**config.mk**
```make
export PLATFORM = sky130hd
export DESIGN_NAME = byte_readout_ctrl_flat
export DESIGN_NICKNAME = d
export VERILOG_FILES = /design/src/rtl/byte_readout_pkg.sv /design/src/rtl/byte_readout_ctrl_if.sv /design/src/rtl/byte_readout_ctrl_strobe_sync.sv /design/src/rtl/byte_readout_ctrl.sv /design/src/flat_wrapper.sv
export SDC_FILE = /design/constraint.sdc
export NUM_CORES = 1
export LEC_CHECK = 0
export ABC_CLOCK_PERIOD_IN_PS = 2100
export CAP_MARGIN = 10
export CORE_ASPECT_RATIO = 1.1
export CORE_MARGIN = 4
export CORE_UTILIZATION = 47
export CTS_BUF_LIST = sky130_fd_sc_hd__clkbuf_8 sky130_fd_sc_hd__clkbuf_16
export DETAILED_ROUTE_END_ITERATION = 8
export PLACE_DENSITY = 0.81
export SYNTH_ARGS = -nofsm -noshare
export SYNTH_HDL_FRONTEND = slang
export SYNTH_SLANG_ARGS = --single-unit
export TNS_END_PERCENT = 5
```
**constraint.sdc**
```tcl
create_clock -name clk -period 2.1 [get_ports clk]
set_input_delay 0.42 -clock clk [delete_from_list [all_inputs] [get_ports clk]]
set_output_delay 0.42 -clock clk [all_outputs]
set_load 0.005 [all_outputs]
```
**src/rtl/byte_readout_pkg.sv**
```systemverilog
// Shared types and helpers for the byte readout sequencer.
// Optional checksum byte is enabled by defining READOUT_CSUM_EN.
package byte_readout_pkg;

  typedef enum logic [2:0] {
    IDLE,
    LOAD,
    WAIT,
    CSUM,
    WAIT_CS,
    DONE
  } state_e;

  localparam logic [7:0] DST_IDLE = 8'hFF;

  function automatic int nbytes(input int bits);
    return (bits + 7) / 8;
  endfunction

endpackage

```
**src/rtl/byte_readout_ctrl_if.sv**
```systemverilog
// Host/counter-bank bus of the byte readout sequencer.
// The master side is the host plus counter bank; the slave side is the sequencer.
interface byte_readout_ctrl_if #(
  parameter int BITS     = 32,
  parameter int CHANNELS = 2
);
  localparam int CH_W = (CHANNELS > 1) ? $clog2(CHANNELS) : 1;

  logic                     start;
  logic [CH_W-1:0]          ch_sel;
  logic [CHANNELS*BITS-1:0] src;
  logic                     rd_strobe;
  logic [7:0]               dst;
  logic                     dst_valid;
  logic                     busy;
  logic                     done;
  logic                     err;

  modport master (
    output start, ch_sel, src, rd_strobe,
    input  dst, dst_valid, busy, done, err
  );

  modport slave (
    input  start, ch_sel, src, rd_strobe,
    output dst, dst_valid, busy, done, err
  );
endinterface

```
**src/rtl/byte_readout_ctrl_strobe_sync.sv**
```systemverilog
// Two-flop synchronizer plus rising-edge detector for the host read strobe.
module strobe_sync (
  input  logic clk,
  input  logic rst,
  input  logic strobe_i,
  output logic rise_o
);

  logic meta_q;
  logic sync_q;
  logic prev_q;

  // NOTE: sequential state uses non-blocking assignments so every flop samples the pre-edge values.
  always_ff @(posedge clk or posedge rst) begin
    if (rst) begin
      meta_q <= 1'b0;
      sync_q <= 1'b0;
      prev_q <= 1'b0;
    end else begin
      meta_q <= strobe_i;
      sync_q <= meta_q;
      prev_q <= sync_q;
    end
  end

  assign rise_o = sync_q & ~prev_q;

endmodule

```
**src/rtl/byte_readout_ctrl.sv**
```systemverilog
// Snapshots one encoder counter on start and streams it LSB-first, one byte per host strobe.
// Define READOUT_CSUM_EN to append an XOR checksum byte to every frame.
module byte_readout_ctrl
  import byte_readout_pkg::*;
#(
  parameter int BITS     = 32,
  parameter int CHANNELS = 2,
  parameter int TIMEOUT  = 0
) (
  input logic               clk,
  input logic               rst,
  byte_readout_ctrl_if.slave bus
);

  localparam int NBYTES = nbytes(BITS);
  localparam int SNAP_W = NBYTES * 8;
  localparam int IDX_W  = (NBYTES > 1) ? $clog2(NBYTES) : 1;
  localparam int TMR_W  = (TIMEOUT > 1) ? $clog2(TIMEOUT) : 1;
  localparam bit TMO_EN = (TIMEOUT > 0);

  state_e              state_q, state_d;
  logic [SNAP_W-1:0]   snap_q, snap_d;
  logic [IDX_W-1:0]    idx_q, idx_d;
  logic [TMR_W-1:0]    tmr_q, tmr_d;
  logic [7:0]          dst_q, dst_d;
  logic                dst_valid_q, dst_valid_d;
  logic                err_q, err_d;
`ifdef READOUT_CSUM_EN
  logic [7:0]          csum_q, csum_d;
`endif

  logic                rd_rise;
  logic [BITS-1:0]     sel_word;
  logic [7:0]          cur_byte;
  logic                last_byte;
  logic                tmo_hit;

  strobe_sync u_strobe_sync (
    .clk      (clk),
    .rst      (rst),
    .strobe_i (bus.rd_strobe),
    .rise_o   (rd_rise)
  );

  // Out-of-range channel selects read back as an all-ones counter.
  always_comb begin
    sel_word = '1;
    for (int k = 0; k < CHANNELS; k++) begin
      if (int'(bus.ch_sel) == k) sel_word = bus.src[k*BITS +: BITS];
    end
  end

  assign cur_byte  = snap_q[8*idx_q +: 8];
  assign last_byte = (idx_q == IDX_W'(NBYTES - 1));
  assign tmo_hit   = TMO_EN && (tmr_q == TMR_W'(TIMEOUT - 1));

  always_ff @(posedge clk or posedge rst) begin
    if (rst) begin
      state_q     <= IDLE;
      snap_q      <= '0;
      idx_q       <= '0;
      tmr_q       <= '0;
      dst_q       <= DST_IDLE;
      dst_valid_q <= 1'b0;
      err_q       <= 1'b0;
`ifdef READOUT_CSUM_EN
      csum_q      <= '0;
`endif
    end else begin
      state_q     <= state_d;
      snap_q      <= snap_d;
      idx_q       <= idx_d;
      tmr_q       <= tmr_d;
      dst_q       <= dst_d;
      dst_valid_q <= dst_valid_d;
      err_q       <= err_d;
`ifdef READOUT_CSUM_EN
      csum_q      <= csum_d;
`endif
    end
  end

  // NOTE: every next-state signal is defaulted to its current value first so no path infers a latch.
  always_comb begin
    state_d     = state_q;
    snap_d      = snap_q;
    idx_d       = idx_q;
    tmr_d       = tmr_q;
    dst_d       = dst_q;
    dst_valid_d = dst_valid_q;
    err_d       = err_q;
`ifdef READOUT_CSUM_EN
    csum_d      = csum_q;
`endif

    case (state_q)
      IDLE: begin
        if (bus.start) begin
          snap_d  = SNAP_W'(sel_word);
          idx_d   = '0;
          err_d   = 1'b0;
`ifdef READOUT_CSUM_EN
          csum_d  = '0;
`endif
          state_d = LOAD;
        end
      end
      LOAD: begin
        dst_d       = cur_byte;
        dst_valid_d = 1'b1;
        tmr_d       = '0;
`ifdef READOUT_CSUM_EN
        csum_d      = csum_q ^ cur_byte;
`endif
        state_d     = WAIT;
      end
      WAIT: begin
        if (rd_rise) begin
          dst_d       = DST_IDLE;
          dst_valid_d = 1'b0;
          if (last_byte) begin
`ifdef READOUT_CSUM_EN
            state_d = CSUM;
`else
            state_d = DONE;
`endif
          end else begin
            idx_d   = idx_q + 1'b1;
            state_d = LOAD;
          end
        end else if (tmo_hit) begin
          dst_d       = DST_IDLE;
          dst_valid_d = 1'b0;
          err_d       = 1'b1;
          state_d     = IDLE;
        end else begin
          tmr_d = tmr_q + 1'b1;
        end
      end
`ifdef READOUT_CSUM_EN
      CSUM: begin
        dst_d       = csum_q;
        dst_valid_d = 1'b1;
        tmr_d       = '0;
        state_d     = WAIT_CS;
      end
      WAIT_CS: begin
        if (rd_rise) begin
          dst_d       = DST_IDLE;
          dst_valid_d = 1'b0;
          state_d     = DONE;
        end else if (tmo_hit) begin
          dst_d       = DST_IDLE;
          dst_valid_d = 1'b0;
          err_d       = 1'b1;
          state_d     = IDLE;
        end else begin
          tmr_d = tmr_q + 1'b1;
        end
      end
`endif
      DONE:    state_d = IDLE;
      default: state_d = IDLE;
    endcase

    // A second start mid-frame only flags the host; the frame carries on.
    if (bus.start && (state_q != IDLE)) err_d = 1'b1;
  end

  always_comb begin
    bus.dst       = dst_q;
    bus.dst_valid = dst_valid_q;
    bus.busy      = (state_q != IDLE);
    bus.done      = (state_q == DONE);
    bus.err       = err_q;
  end

endmodule

```
**src/flat_wrapper.sv**
```systemverilog
// flat-port wrapper written by rule: the top's interface ports become plain ports
module byte_readout_ctrl_flat import byte_readout_pkg::*;
#(
  parameter int BITS     = 32,
  parameter int CHANNELS = 2,
  parameter int TIMEOUT  = 0
)
  (clk, rst, bus_start, bus_ch_sel, bus_src, bus_rd_strobe, bus_dst, bus_dst_valid, bus_busy, bus_done, bus_err);
  byte_readout_ctrl_if #(.BITS(BITS), .CHANNELS(CHANNELS)) bus_i ();
  input logic clk;
  input logic rst;
  input wire logic [$bits(bus_i.start)-1:0] bus_start;
  input wire logic [$bits(bus_i.ch_sel)-1:0] bus_ch_sel;
  input wire logic [$bits(bus_i.src)-1:0] bus_src;
  input wire logic [$bits(bus_i.rd_strobe)-1:0] bus_rd_strobe;
  output wire logic [$bits(bus_i.dst)-1:0] bus_dst;
  output wire logic [$bits(bus_i.dst_valid)-1:0] bus_dst_valid;
  output wire logic [$bits(bus_i.busy)-1:0] bus_busy;
  output wire logic [$bits(bus_i.done)-1:0] bus_done;
  output wire logic [$bits(bus_i.err)-1:0] bus_err;
  assign bus_i.start = bus_start;
  assign bus_i.ch_sel = bus_ch_sel;
  assign bus_i.src = bus_src;
  assign bus_i.rd_strobe = bus_rd_strobe;
  assign bus_dst = bus_i.dst;
  assign bus_dst_valid = bus_i.dst_valid;
  assign bus_busy = bus_i.busy;
  assign bus_done = bus_i.done;
  assign bus_err = bus_i.err;
  byte_readout_ctrl #(.BITS(BITS), .CHANNELS(CHANNELS), .TIMEOUT(TIMEOUT)) u_core (.clk(clk), .rst(rst), .bus(bus_i));
endmodule
```
### Word-level counts from Yosys, hierarchy flattened

Cells that the tools add are included.

| cells by class | value |
|---|---|
| $add $sub $neg | 1 |
| eq/ne operators | 7 |
| shift operators | 1 |
| mux-type cells | 16 |
| bitwise logic cells | 2 |
| reductions and logical operators | 12 |

Operators by type and width:

| cell | number |
|---|---|
| $mux W32 | 1 |
| $shiftx A32 B6 Y8 | 1 |
| $pmux W8 S2 | 1 |
| $mux W3 | 3 |
| $pmux W3 S3 | 1 |
| $mux W8 | 1 |
| $reduce_and A2 Y1 | 4 |
| $reduce_bool A2 Y1 | 4 |
| $mux W2 | 3 |
| $mux W1 | 4 |
| $ne A2 B2 Y1 const B | 2 |
| $pmux W2 S2 | 1 |
| $reduce_and A4 Y1 | 1 |
| $eq A3 B1 Y1 const B | 1 |
| $eq A3 B2 Y1 const B | 1 |
| $eq A3 B3 Y1 const B | 1 |
| $logic_not A3 Y1 | 1 |
| $reduce_bool A3 Y1 | 1 |
| $add A2 B1 Y2 const B | 1 |
| $eq A2 B2 Y1 const B | 1 |
| $ne A2 B1 Y1 const B | 1 |
| $pmux W1 S2 | 1 |
| $and A1 B1 Y1 | 1 |
| $logic_and A1 B1 Y1 | 1 |
| $not A1 Y1 | 1 |

| word-level totals | value |
|---|---|
| register bits | 50 |
| input port bits | 69 |
| output and inout bits | 12 |
| logic and storage cells | 48 |

### Logic depth before layout (Yosys ltp)

| logic depth | value |
|---|---|
| depth after elaboration | 4 |
| gate-level depth with buffers | 6 |
| depth with buffers taken out | 3 |

### Cells and area by module

From an unflattened synthesis, not the netlist that was laid out.

| second synthesis, totals | value |
|---|---|
| cells, all modules | 226 |
| area, all modules | 2446.1 um^2 |

Modules (own cells, without submodules):

| module | times used | cells each | area each (um^2) | seq. area each (um^2) |
|---|---|---|---|---|
| byte_readout_ctrl | 1 | 221 | 2353.5 | 1186.1 |
| strobe_sync | 1 | 5 | 92.6 | 75.1 |

### Least setup slack after synthesis

OpenSTA, ideal clock, no wires.

| timing path | value |
|---|---|
| path kind | flip-flop to output port |
| start | reg u_core.state_q[1] |
| end | out bus_done |
| arrival | 1078 ps |
| required time | 1680 ps |
| setup slack | 602 ps |
| stages on the path, launching flop included | 4 |
| buffers on the path | 1 |
| cell sequence | dfrtp_1 -> and2b_1 -> clkbuf_1 -> and2_1 |

| between the ends | value |
|---|---|
| longest elaborated chain between the ends | 1 |

Ends and longest elaborated chain:

| what | RTL line | RTL |
|---|---|---|
| from (decl) | byte_readout_ctrl.sv:21 | `state_e state_q, state_d;` |
| from (signal assigned) | byte_readout_ctrl.sv:70 | `state_q <= state_d;` |
| $eq A3 B3 Y1 | byte_readout_ctrl.sv:174 | `bus.done = (state_q == DONE);` |
| to (decl) | flat_wrapper.sv:19 | `output wire logic [$bits(bus_i.done)-1:0] bus_done;` |

Every way passes these cells.

### Final worst setup path

Same ends and word-level chain as after synthesis.

==> metrics.md <==
| Metric | Value |
|---|---|
| Max-Cap Viols | 0 |
| Slowest CP cell | clkdlybuf4s50_1 |
| Final hold violations | 0 |
| Pre-CTS setup slack | 0.158 ns |
| Global-route wire length before repair | 9130 µm |
| Final setup viols | 0 |
| DR pass1 iterations | 4 |
| Rows | 28 |
| Worst Hold Launch | u_core.u_strobe_sync.meta_q$_DFF_PP0_ |
| Die Ht | 86.0 µm |
| RSZ-0062 raised after global routing | false |
| Share of cells above drive strength 1 | 20.5% |
| DRC viols | 0 |
| Detailed placement HPWL | 4200 µm |
| Gpl congestion | 0.748 |
| Placed instance area | 3490 µm² |
| Clock skew after layout | 0.00788 ns |
| Worst path max stage delay | 0.49 ns |
| Latest clock arrival within the worst-skew pair | 0.31 ns |
| Drt wl/cell | 14.4 µm |
| Total GRT Usage | 17.2% |
| Yosys reg bits | 50 |
| Cell area after layout | 3580 µm² |
| Area contributors post-synth | dfrtp_1 (40%), mux2i_1 (12%), dfstp_2 (8.1%), mux2_2 (7.4%), nor2_1 (6.2%) |
| Worst r2r src | u_core.state_q[0]$_DFFE_PP0P_ |
| H-tree depth | 2 |
| Setup_tns | 0 ns |
| Pwr dens | 1100 nW/µm² |
| I/O Buffers | 80 |
| R2R Path End | u_core.snap_q[22]$_DFFE_PP0P_ |
| Starting Density | 48.5% |
| Iter 0 DRT Violations | 82 |
| Crit path max-delay family | buffers and inverters |
| WP data required | 1.68 ns |
| Pins over their slew limit | 0 |
| Reg clk slew, reported paths | 0.09 ns |
| Minimum clock period | 2.03 ns |
| Max VDD drop | 0.000464 V |
| Worst R2R Path Depth | 6 |
| GR Overflow Total | 0 |
| Worst Max-Slew Pin Slew | 0.417 ns |
| Initial antenna violation count | 0 |
| Syn avg cell area | 11.2 µm² |
| Syn nets | 303 |
| Yosys top cell area share | 40.4% |
| Die width | 78.9 µm |
| Commonest non-fill, non-tap cells in the layout | clkdlybuf4s50_1 (79), nor2_1 (43), dfrtp_1 (41) |
| Worst-path fanout max | 9 |
| Hold crit path type | reg -> reg |
| LEAKAGE | 1.45 nW |
| Setup CP Type | reg -> out |
| Post-Syn Instances | 233 |
| Setup crit end kind | primary output |
| CTS Buffer Depth | 2 |
| Status | complete, no violations |
| WHS Endpoint | u_core.u_strobe_sync.sync_q$_DFF_PP0_ |
| Worst path buffer plus inverter count | 1 |
| WP data arrival | 1.61 ns |
| IO Pins | 81 |
| Detailed-route wire length | 5590 µm |
| CP startpoint | u_core.state_q[1]$_DFFE_PP0P_ |
| Tot Pwr | 3.94 mW |
| Num CTS Buffers | 5 |
| CTS tree | built |
| Post-Layout Cell Count | 387 |
| Root Buffer | clkbuf_8 |
| Clock sink count | 50 |
| Cells along the critical path | and2b_1 > and2_1 > clkdlybuf4s50_1 |
| Synth Cell Area | 2600 µm² |
| Synth area leader | dfrtp_1 |
| Vias in the first global route | 1979 |
| Max Clk Rate | 0.493 GHz |
| Yosys warns | 0 |
| Synth unique cells | 34 |
| Die ar. | 6790 µm² |
| Critical path launch point type | register |
| Worst R2R Setup Slack | 0.42 ns |
| Final Net Count | 381 |
| Via/cell ratio | 5.13 |
| Worst slew margin | 72.1% |
| FILL cells | 438 |
| Core area | 5360 µm² |
| Via count | 1984 |
| Commonest non-fill, non-tap cell in the layout | clkdlybuf4s50_1 |
| Final period util | 96.6% |
| Layout area overhead | 37.6% |
| Worst setup margin | 0.0722 ns |
| Largest net degree at the start of global routing | 51 |
| Ant. Diodes | 0 |
| DP Cell Count | 379 |
| Seq/Total Area, Yosys | 48.5% |
| Hold path depth | 0 |
| DRT antenna net count | 0 |
## kinds of logic after synthesis
| group | Yosys count | share of synthesized area [%] |
|---|---|---|
| and+or+nand+nor | 59 | 11.7 |
| buffers and inverters | 21 | 5.05 |
| muxes | 49 | 19.7 |
| AOI/OAI and AO/OA | 53 | 14.6 |
| adders and majority gates | 1 | 0.481 |
| DFF | 50 | 48.5 |
## per-layer routing
metal  GRT usage [%]  wire [µm]  up-vias
li1                -          -      991
met1            20.7       2290      917
met2            29.7       2820       68
met3            5.04        395        8
met4            5.63         78        0
met5               0          0        -
## flip-flops by register name, indices dropped and copies added (netlist names)
name                         cells
u_core.state_q                   3
u_core.idx_q                     2
u_core.bus.dst                   8
u_core.u_strobe_sync.prev_q      1
u_core.u_strobe_sync.sync_q      1
u_core.snap_q                   32
u_core.bus.dst_valid             1
u_core.u_strobe_sync.meta_q      1
u_core.bus.err                   1
## layout make-up
cell class                      count  area [µm²]  share of cell area (%)
Timing Repair Buffer               90         921                    25.7
Inverter                            2        7.51                   0.210
Tap cell                           75        93.8                    2.62
Clock buffer                        5        68.8                    1.92
Sequential cell                    50        1260                    35.3
Clock inverter                      3        17.5                   0.489
Multi-Input combinational cell    162        1210                    33.8
## synthesized netlist by cell type
| cell type | instances |
|---|---|
| nor2_1 | 43 |
| inv_1 | 1 |
| and2b_1 | 1 |
| nor3b_1 | 1 |
| or3_1 | 1 |
| clkbuf_2 | 1 |
| nor4_2 | 1 |
| nor4b_4 | 1 |
| nor4bb_1 | 1 |
| o32ai_1 | 8 |
| nand2b_1 | 2 |
| mux2_2 | 17 |
| nor4b_1 | 1 |
| clkinv_1 | 1 |
| o32a_1 | 1 |
| mux2i_1 | 32 |
| a211oi_1 | 1 |
| nand3b_1 | 1 |
| ha_1 | 1 |
| a21oi_2 | 17 |
| a2bb2oi_1 | 1 |
| nand4bb_1 | 1 |
| or4b_1 | 1 |
| buf_4 | 3 |
| buf_2 | 8 |
| dfstp_2 | 8 |
| nor2b_1 | 2 |
| buf_6 | 4 |
| a21oi_1 | 16 |
| o22ai_1 | 8 |
| dfrtp_1 | 42 |
| o21ai_0 | 1 |
| clkbuf_1 | 3 |
| and2_1 | 2 |
## power by group
group          switching [mW]  leakage (nW)  total (mW)  internal (mW)
Combinational           0.749         0.844        1.70          0.951
Sequential              0.269         0.554        1.69           1.43
Clock                   0.316        0.0493       0.547          0.231
Total                    1.33          1.45        3.94           2.61
## repair_timing
action	in CTS	in global routing
hold buffers	0	0
setup endpoints to repair	0	1
buffers inserted	0	0
resized for setup	0	1
## worst max path at each step
stage,end,depth (start not counted)
finish,bus_done,3
global route,bus_done,3
CTS,bus_done,3
detailed placement,u_core.snap_q[22]$_DFFE_PP0P_,6
global placement,u_core.snap_q[22]$_DFFE_PP0P_,6
floorplan,u_core.bus.dst_valid$_DFFE_PP0P_,1
## through the flow
step | util [%] | hold slack (ns)
floorplan | - | 0.331
global placement | 65.1 | 0.333
detailed placement | 65.1 | 0.337
CTS | 66.8 | 0.369
global route | 66.8 | 0.371
finish | 66.8 | 0.363
Power figures use the tool's default switching activity.
